--- config.mk ---
export PLATFORM = sky130hd
export DESIGN_NAME = aes_block_packer_flat
export DESIGN_NICKNAME = d
export VERILOG_FILES = /design/src/rtl/aes_block_packer_if.sv /design/src/rtl/aes_block_packer.sv /design/src/flat_wrapper.sv
export SDC_FILE = /design/constraint.sdc
export NUM_CORES = 1
export LEC_CHECK = 0
export ABC_AREA = 0
export BUFFER_PORTS_ARGS = -buffer_cell sky130_fd_sc_hd__buf_2
export CORE_MARGIN = 2
export CORE_UTILIZATION = 56
export DETAILED_ROUTE_END_ITERATION = 12
export PLACE_DENSITY = 0.86
export SYNTH_ARGS = -nofsm -noshare
export SYNTH_HDL_FRONTEND = slang
export SYNTH_SLANG_ARGS = --single-unit
--- constraint.sdc ---
create_clock -name clk -period 2.2 [get_ports clk]
set_clock_uncertainty 0.05 [all_clocks]
set_input_delay 0.11 -clock clk [delete_from_list [all_inputs] [get_ports clk]]
set_output_delay 0.11 -clock clk [all_outputs]
set_load 0.005 [all_outputs]
--- src/rtl/aes_block_packer_if.sv ---
// Word-stream and AES-issue signals of the block packer.
// Handshake: a word transfers on a rising clk edge where in_valid and in_ready are both 1;
// in_ready depends only on packer state, and the upstream holds in_data/in_last/in_key_addr while in_valid is 1.
interface aes_block_packer_if #(
    parameter int WORD_W  = 32,
    parameter int AES_LEN = 128,
    parameter int ADDR_W  = 5,
    parameter int CNT_W   = 16
);
    logic               in_valid;
    logic               in_ready;
    logic [WORD_W-1:0]  in_data;
    logic               in_last;
    logic [ADDR_W-1:0]  in_key_addr;
    logic               start;
    logic [AES_LEN-1:0] plaintext;
    logic [ADDR_W-1:0]  key_addr;
    logic               done;
    logic               pad_flag;
    logic               busy;
    logic [CNT_W-1:0]   blk_cnt;

    modport slave (
        input  in_valid, in_data, in_last, in_key_addr, done,
        output in_ready, start, plaintext, key_addr, pad_flag, busy, blk_cnt
    );

    modport master (
        output in_valid, in_data, in_last, in_key_addr, done,
        input  in_ready, start, plaintext, key_addr, pad_flag, busy, blk_cnt
    );
endinterface

--- src/rtl/aes_block_packer.sv ---
// Packs 32-bit words into 128-bit blocks and issues them to the AES top one at a time.
// AES_LEN must equal 4*WORD_W; the assembly slot fills while the issue slot waits for done.
module aes_block_packer #(
    parameter int WORD_W  = 32,
    parameter int AES_LEN = 128,
    parameter int ADDR_W  = 5,
    parameter int CNT_W   = 16
) (
    input  logic                  clk,
    input  logic                  nrst,
    aes_block_packer_if.slave     bus,
    output logic [1:0]            state_dbg
);

    typedef enum logic [1:0] {
        IDLE  = 2'd0,
        START = 2'd1,
        WAIT  = 2'd2
    } state_t;

    state_t             state_q, state_d;

    logic [AES_LEN-1:0] asm_q;
    logic               asm_full_q;
    logic               asm_pad_q;
    logic [1:0]         word_idx_q;
    logic               first_q;
    logic [ADDR_W-1:0]  msg_key_q;

    logic [AES_LEN-1:0] pt_q;
    logic [ADDR_W-1:0]  key_q;
    logic               pad_q;
    logic [CNT_W-1:0]   cnt_q;

    logic accept;
    logic close_blk;
    logic slot_free;
    logic xfer;

    assign accept    = bus.in_valid & ~asm_full_q;
    assign close_blk = bus.in_last | (word_idx_q == 2'd3);
    assign slot_free = (state_q == IDLE) | ((state_q == WAIT) & bus.done);
    assign xfer      = asm_full_q & slot_free;

    // Assembly slot: accepts never coincide with a transfer because in_ready is low while full.
    always_ff @(posedge clk or negedge nrst) begin
        if (!nrst) begin
            asm_q      <= '0;
            asm_full_q <= 1'b0;
            asm_pad_q  <= 1'b0;
            word_idx_q <= 2'd0;
            first_q    <= 1'b1;
            msg_key_q  <= '0;
        end else if (xfer) begin
            asm_q      <= '0;
            asm_full_q <= 1'b0;
            asm_pad_q  <= 1'b0;
        end else if (accept) begin
            for (int i = 0; i < 4; i++) begin
                if (word_idx_q == 2'(i)) begin
                    asm_q[(3-i)*WORD_W +: WORD_W] <= bus.in_data;
                end
            end
            if (first_q) begin
                msg_key_q <= bus.in_key_addr;
            end
            first_q <= bus.in_last;
            if (close_blk) begin
                asm_full_q <= 1'b1;
                asm_pad_q  <= (word_idx_q != 2'd3);
                word_idx_q <= 2'd0;
            end else begin
                word_idx_q <= word_idx_q + 2'd1;
            end
        end
    end

    // Issue slot holds its contents from the transfer edge until the next transfer.
    always_ff @(posedge clk or negedge nrst) begin
        if (!nrst) begin
            pt_q  <= '0;
            key_q <= '0;
            pad_q <= 1'b0;
            cnt_q <= '0;
        end else begin
            if (xfer) begin
                pt_q  <= asm_q;
                key_q <= msg_key_q;
                pad_q <= asm_pad_q;
            end
            if (state_q == START) begin
                cnt_q <= cnt_q + 1'b1;
            end
        end
    end

    always_ff @(posedge clk or negedge nrst) begin
        if (!nrst) begin
            state_q <= IDLE;
        end else begin
            state_q <= state_d;
        end
    end

    // done outside WAIT is ignored: IDLE and START never look at it.
    always_comb begin
        state_d = state_q;
        case (state_q)
            IDLE: begin
                if (xfer) begin
                    state_d = START;
                end
            end
            START: begin
                state_d = WAIT;
            end
            WAIT: begin
                if (bus.done) begin
                    state_d = xfer ? START : IDLE;
                end
            end
            default: begin
                state_d = IDLE;
            end
        endcase
    end

    assign bus.in_ready  = ~asm_full_q;
    assign bus.start     = (state_q == START);
    assign bus.busy      = (state_q != IDLE);
    assign bus.plaintext = pt_q;
    assign bus.key_addr  = key_q;
    assign bus.pad_flag  = pad_q;
    assign bus.blk_cnt   = cnt_q;
    assign state_dbg     = state_q;

endmodule

--- src/flat_wrapper.sv ---
// flat-port wrapper written by rule: the top's interface ports become plain ports
module aes_block_packer_flat 
#(
    parameter int WORD_W  = 32,
    parameter int AES_LEN = 128,
    parameter int ADDR_W  = 5,
    parameter int CNT_W   = 16
)
  (clk, nrst, state_dbg, bus_in_valid, bus_in_data, bus_in_last, bus_in_key_addr, bus_done, bus_in_ready, bus_start, bus_plaintext, bus_key_addr, bus_pad_flag, bus_busy, bus_blk_cnt);
  aes_block_packer_if #(.WORD_W(WORD_W), .AES_LEN(AES_LEN), .ADDR_W(ADDR_W), .CNT_W(CNT_W)) bus_i ();
  input  logic clk;
  input  logic nrst;
  output logic [1:0] state_dbg;
  input wire logic [$bits(bus_i.in_valid)-1:0] bus_in_valid;
  input wire logic [$bits(bus_i.in_data)-1:0] bus_in_data;
  input wire logic [$bits(bus_i.in_last)-1:0] bus_in_last;
  input wire logic [$bits(bus_i.in_key_addr)-1:0] bus_in_key_addr;
  input wire logic [$bits(bus_i.done)-1:0] bus_done;
  output wire logic [$bits(bus_i.in_ready)-1:0] bus_in_ready;
  output wire logic [$bits(bus_i.start)-1:0] bus_start;
  output wire logic [$bits(bus_i.plaintext)-1:0] bus_plaintext;
  output wire logic [$bits(bus_i.key_addr)-1:0] bus_key_addr;
  output wire logic [$bits(bus_i.pad_flag)-1:0] bus_pad_flag;
  output wire logic [$bits(bus_i.busy)-1:0] bus_busy;
  output wire logic [$bits(bus_i.blk_cnt)-1:0] bus_blk_cnt;
  assign bus_i.in_valid = bus_in_valid;
  assign bus_i.in_data = bus_in_data;
  assign bus_i.in_last = bus_in_last;
  assign bus_i.in_key_addr = bus_in_key_addr;
  assign bus_i.done = bus_done;
  assign bus_in_ready = bus_i.in_ready;
  assign bus_start = bus_i.start;
  assign bus_plaintext = bus_i.plaintext;
  assign bus_key_addr = bus_i.key_addr;
  assign bus_pad_flag = bus_i.pad_flag;
  assign bus_busy = bus_i.busy;
  assign bus_blk_cnt = bus_i.blk_cnt;
  aes_block_packer #(.WORD_W(WORD_W), .AES_LEN(AES_LEN), .ADDR_W(ADDR_W), .CNT_W(CNT_W)) u_core (.clk(clk), .nrst(nrst), .bus(bus_i), .state_dbg(state_dbg));
endmodule
==> impl_metrics.env, run 1 <==
export IMPL_route_detailed_drc=0
export IMPL_clock_latency_ns=0.53
export IMPL_layout_commonest_cell="nand2_1"
export IMPL_ios=197
export IMPL_grt_pass1_wl_um=45800
export IMPL_ys_types=39
export IMPL_cp_common_cell="nand2_1"
export IMPL_fin_ws_ns=0.146
export IMPL_critPathKind="reg2reg"
export IMPL_htreeDepth=1
export IMPL_initial_utilization=0.569
export IMPL_numCtsBuffers=28
export IMPL_synth_area_leader_cell="dfrtp_1"
export IMPL_num_rows=52
export IMPL_clock_path_buffers=3
export IMPL_die_width_um=147
export IMPL_yosys_area_share_simple=0.208
export IMPL_synth_area_sq_mm=0.0115
export IMPL_root_buffer="clkbuf_16"
export IMPL_setup_viol=0
export IMPL_r2r_end="u_core.bus.key_addr[4]"
export IMPL_drive_gt1_frac=0.198
export IMPL_synth_top_family_by_area="simple AND/OR/NAND/NOR gates"
export IMPL_hold_viol_final=0
export IMPL_syn_nets=1245
export IMPL_tns_ns=0
export IMPL_gr_total_overflow=0
export IMPL_critPathSlowestCell="or3_4"
export IMPL_floorplan_die_height_um=147
export IMPL_cp_max_fo=43
export IMPL_p_per_area_mw_per_mm2=1400
export IMPL_worst_pin_slew_ns=1.12
export IMPL_fillCellCount=1471
export IMPL_ir_drop_mv=0.804
export IMPL_antenna_cells=0
export IMPL_wl_per_cell_um=16.4
export IMPL_avgSynthCellArea_sq_um=9.58
export IMPL_grt_max_degree=111
export IMPL_synth_compound_area_frac=0.0732
export IMPL_total_leakage_power_nw=7.39
export IMPL_wl_um=28200
export IMPL_synthMuxAreaShare=0.00687
export IMPL_grt_usage=0.259
export IMPL_slew_headroom=0.250
export IMPL_cts_tree="done"
export IMPL_cp_slowest_stage_delay_ns=0.56
export IMPL_nets=1475
export IMPL_port_buffers=196
export IMPL_vias=9119
export IMPL_reg2reg_slack_ns=0.15
export IMPL_synth_top_area_share=0.630
export IMPL_coreArea_sq_mm=0.0202
export IMPL_cp_data_required_time_ns=2.61
export IMPL_dr_pass1_iters=5
export IMPL_rr_startpoint="u_core.state_dbg[0]"
export IMPL_final_cell_mix="544 x nand2_1, 289 x dfrtp_1, 195 x buf_2"
export IMPL_rr_worst_depth=5
export IMPL_ys_seq_elements=290
export IMPL_area_growth_syn_to_layout_pct=21.9
export IMPL_end_kind="flip-flop"
export IMPL_die_area_sq_mm=0.0216
export IMPL_slew_viol_final=0
export IMPL_drv_cap=0
export IMPL_vias_per_cell=5.31
export IMPL_ys_seq_area_frac=0.633
export IMPL_rsz0062_at_grt="no"
export IMPL_power_mw=19.6
export IMPL_dp_hpwl_um=17700
export IMPL_synthTopCellsByArea="dfrtp_1 63%, nand2_1 18%, a21oi_1 4.3%"
export IMPL_place_congestion=0.783
export IMPL_synth_xor_area_share=0.0115
export IMPL_crit_arrival_ns=2.46
export IMPL_grt_antenna_before_repair=0
export IMPL_synth_adder_area_share=0.00545
export IMPL_first_global_vias=9127
export IMPL_cts_resized=0
export IMPL_status="complete, no violations"
export IMPL_worstPathCellList="or3_4 > inv_6 > buf_4 > nand2_1 > nand2_1"
export IMPL_clock_sink_count=290
export IMPL_max_freq_mhz=487
export IMPL_drt_iter0_markers=640
export IMPL_ant_nets=0
export IMPL_crit_path_start_kind="flip-flop"
export IMPL_dp_slack_ns=0.0348
export IMPL_yosysWarnings=0
export IMPL_clk_pin_slew_ns=0.06
export IMPL_postSynthCellCount=1198
export IMPL_min_period_ns=2.05
export IMPL_finalCritPeriodShare=0.934
export IMPL_hp_class="in2async"
metal layers:
layer | wire [um] | share of wire | global-route usage | vias up
met4 | 675 | 0.024 | 0.0736 | 0
met2 | 14200 | 0.50 | 0.444 | 338
met5 | 0 | 0 | 0 | -
li1 | - | - | - | 4226
met3 | 1920 | 0.068 | 0.0475 | 57
met1 | 11400 | 0.40 | 0.343 | 4498
cells in the mapped netlist, drive strengths merged:
cell and count:
a21oi 98, a22o 1, and3 2, nor3 2, nand3b 2, clkbuf 17
and4 1, or3b 1, nor2b 2, dfstp 1, nand4 1, nand3 36
dfrtp 289, buf 56, nor4 1, o31ai 1, or2 1, and4b 1
nand2 544, xnor2 8, xor2 7, inv 37, o21ai 65, mux2 7
a21o 1, nand4bb 1, nor2 6, and2 3, or3 1, ha 5
what timing repair did:
item | in CTS | in global routing
setup buffers | 0 | 0
hold endpoints to repair | 367 | 0
hold buffers | 42 | 0
setup endpoints to repair | 1 | 0
state kept, by name, summed over array words and instances (netlist names):
signal,cells
u_core.asm_full_q,1
u_core.asm_pad_q,1
u_core.asm_q,128
u_core.bus.blk_cnt,16
u_core.bus.key_addr,5
u_core.bus.pad_flag,1
u_core.bus.plaintext,128
u_core.first_q,1
u_core.msg_key_q,5
u_core.state_dbg,2
u_core.word_idx_q,2
where the power goes:
group	internal, mW	switching (mW)	total [mW]
clock network	2.76	1.94	4.70
registers	7.39	1.15	8.54
logic	2.41	3.95	6.36
total	12.6	7.04	19.6
worst max-delay path by stage:
stage                        start                     end  slack (ns)  depth (start not counted)
2_1_floorplan  u_core.state_dbg[1]  u_core.bus.key_addr[0]        0.64                          7
3_3_place_gp   u_core.state_dbg[1]        u_core.asm_q[15]        0.17                          5
3_5_place_dp   u_core.state_dbg[1]        u_core.asm_q[12]        0.03                          5
4_1_cts        u_core.state_dbg[0]         u_core.asm_q[6]        0.19                          4
5_1_grt        u_core.state_dbg[1]         u_core.asm_q[7]        0.10                          5
6_report       u_core.state_dbg[0]  u_core.bus.key_addr[4]        0.15                          5
area by class of cell:
| cell class | count | area, sq um | share of cell area |
|---|---|---|---|
| inverter | 37 | 144 | 0.0103 |
| multi-input combinational | 799 | 3530 | 0.252 |
| clock buffer | 45 | 856 | 0.0612 |
| clock inverter | 4 | 45.0 | 0.00322 |
| tap | 270 | 338 | 0.0242 |
| sequential | 290 | 7260 | 0.519 |
| timing repair buffer | 272 | 1820 | 0.130 |
stage by stage:
| step | std cells | hold slack, ns | instance area (sq um) | utilization |
|---|---|---|---|---|
| 3_3_place_gp | 1625 | 0.0764 | 12700 | 0.627 |
| 3_5_place_dp | 1625 | 0.0826 | 12700 | 0.627 |
| 4_1_cts | 1717 | 0.117 | 14000 | 0.694 |
| 5_1_grt | 1717 | 0.140 | 14000 | 0.694 |
| 2_1_floorplan | 1198 | -0.236 | 11500 | - |
| 6_report | 1717 | 0.108 | 14000 | 0.694 |
critical path, delay by kind of cell (launching register included):
kind	cells	cell delay [ns]
and+or+nand+nor	3	0.78
buffers and inverters	2	0.59
DFF	1	0.53
kinds of logic (layout without fill, tap and decap cells):
kind of cell / Yosys count / in the layout
compound gates: 166 / 167
xor+xnor: 15 / 15
fa+ha+maj: 5 / 5
buf+inv: 110 / 358
flops: 290 / 290
mux: 7 / 7
simple gates: 605 / 605
Note: power is estimated with default switching activity, not from simulation.
==> run 2: changes to the inputs <==
CORE_ASPECT_RATIO = 1.1   (was unset)
==> run 2 against run 1 <==
Net effect: power grew 0.92%; highest routed layer unchanged; critical path type unchanged; sequential power about the same; design area shrank 0.23%; critical path depth shrank 1; routed wire length shrank 1.5%; core utilization grew 0.43 points; count of clock-buffer cells in the layout stayed put; hold slack got worse by 0.019 ns; maximum frequency decreased by 2.2%; non-clock buffer count down 5; largest power group unchanged.
==> impl_metrics.env, run 2 (synthesis results as in run 1) <==
export IMPL_status="complete, no violations"
export IMPL_gr_total_overflow=0
export IMPL_root_buffer="clkbuf_16"
export IMPL_grt_max_degree=122
export IMPL_crit_path_start_kind="flip-flop"
export IMPL_ant_nets=0
export IMPL_cp_max_fo=35
export IMPL_tns_ns=0
export IMPL_critPathKind="reg2reg"
export IMPL_grt_usage=0.259
export IMPL_end_kind="flip-flop"
export IMPL_floorplan_die_height_um=154
export IMPL_dpl_cell_count=1602
export IMPL_clock_latency_ns=0.53
export IMPL_hold_viol_final=0
export IMPL_crit_arrival_ns=2.49
export IMPL_hp_class="in2async"
export IMPL_area_growth_syn_to_layout_pct=21.6
export IMPL_ios=197
export IMPL_wl_um=27700
export IMPL_drv_cap=0
export IMPL_highest_layer="met4"
export IMPL_slew_viol_final=0
export IMPL_post_cts_buffers=0
export IMPL_num_rows=54
export IMPL_power_mw=19.8
export IMPL_cp_slowest_stage_delay_ns=0.85
export IMPL_htreeDepth=1
export IMPL_clk_pin_slew_ns=0.07
export IMPL_dp_hpwl_um=16800
export IMPL_layout_commonest_cell="nand2_1"
export IMPL_numCtsBuffers=28
export IMPL_max_freq_mhz=476
export IMPL_wl_met2_um=14100
export IMPL_coreArea_sq_mm=0.0200
export IMPL_route_met3_wl_um=1660
export IMPL_vias_per_cell=5.25
export IMPL_min_period_ns=2.10
export IMPL_cp_data_required_time_ns=2.59
export IMPL_cts_tree="done"
export IMPL_rsz0062_at_grt="no"
export IMPL_worstPathCellList="o31ai_4 > buf_12 > nand3_1 > o21ai_0"
export IMPL_setup_viol=0
export IMPL_route_detailed_drc=0
export IMPL_grt_antenna_before_repair=0
export IMPL_initial_utilization=0.574
export IMPL_wl_per_cell_um=16.3
export IMPL_dr_pass1_iters=6
export IMPL_finalCritPeriodShare=0.955
export IMPL_critPathSlowestCell="o31ai_4"
export IMPL_place_congestion=0.829
export IMPL_worst_pin_slew_ns=1.13
export IMPL_fillCellCount=1416
export IMPL_grt_pass1_wl_um=45400
export IMPL_drive_gt1_frac=0.195
export IMPL_clock_path_buffers=3
export IMPL_die_width_um=140
export IMPL_placed_area_sq_mm=0.0125
export IMPL_ir_drop_mv=0.840
export IMPL_total_leakage_power_nw=7.38
export IMPL_port_buffers=196
export IMPL_p_per_area_mw_per_mm2=1420
export IMPL_slew_headroom=0.240
export IMPL_reg2reg_slack_ns=0.1
export IMPL_stdcell_area_sq_mm=0.0140
export IMPL_final_cells=1697
export IMPL_hold_slack_ns=0.0896
export IMPL_met1_length_um=11100
export IMPL_first_global_vias=9168
export IMPL_antenna_cells=0
export IMPL_die_area_sq_mm=0.0216
export IMPL_final_cell_mix="544 x nand2_1, 289 x dfrtp_1, 195 x buf_2"
export IMPL_clock_sink_count=290
export IMPL_drt_iter0_markers=604
export IMPL_nets=1470
export IMPL_cts_resized=0
export IMPL_vias=8917
-- run 2: area by class of cell --
class	count	area (sq um)	area share
clock inverters	7	135	0.00968
inverters	37	144	0.0103
flip-flops and latches	290	7260	0.520
repair buffers	267	1730	0.124
multi-input cells	799	3530	0.253
clock buffers	45	846	0.0606
well taps	252	315	0.0226
-- run 2: worst paths after layout --
| kind | end | from | cells after the start |
|---|---|---|---|
| min in group clk | u_core.msg_key_q[3] | bus_in_key_addr[3] | 3 |
| worst min register to register | u_core.bus.plaintext[95] | u_core.asm_q[95] | 2 |
| max in group asynchronous | u_core.bus.blk_cnt[1] | nrst | 3 |
| worst max-delay path | u_core.asm_q[12] | u_core.state_dbg[0] | 4 |
| worst max register to register | u_core.asm_q[12] | u_core.state_dbg[0] | 4 |
| worst min-delay path | u_core.bus.plaintext[24] | nrst | 2 |
-- run 2: through the flow --
step / setup slack [ns] / utilization
2_1_floorplan: 0.644 / -
3_3_place_gp: 0.169 / 0.627
3_5_place_dp: 0.00994 / 0.627
4_1_cts: 0.139 / 0.698
5_1_grt: 0.00490 / 0.698
6_report: 0.0998 / 0.698
-- run 2: repair_timing --
item / 4_1_cts / 5_1_grt
endpoints found under the hold margin: 231 / 0
setup endpoints to repair: 3 / 0
hold buffers: 42 / 0
-- run 2: report_power, final --
group / switching [mW] / total, mW / internal [mW]
combinational: 3.90 / 6.20 / 2.30
clock: 1.96 / 5.05 / 3.09
sequential: 1.13 / 8.52 / 7.39
-- run 2: routing by layer --
layer,up-vias,track usage
met2,319,0.451
met1,4300,0.327
li1,4221,-
met5,-,0
met3,77,0.0448
met4,0,0.101
-- run 2: worst max-delay path, delay by kind of cell (launching register included) --
| family | cells | cell delay [ns] |
|---|---|---|
| buffers and inverters | 1 | 0.27 |
| flip-flops | 1 | 0.53 |
| AO/OA/AOI/OAI | 2 | 0.99 |
| AND/OR/NAND/NOR | 1 | 0.14 |
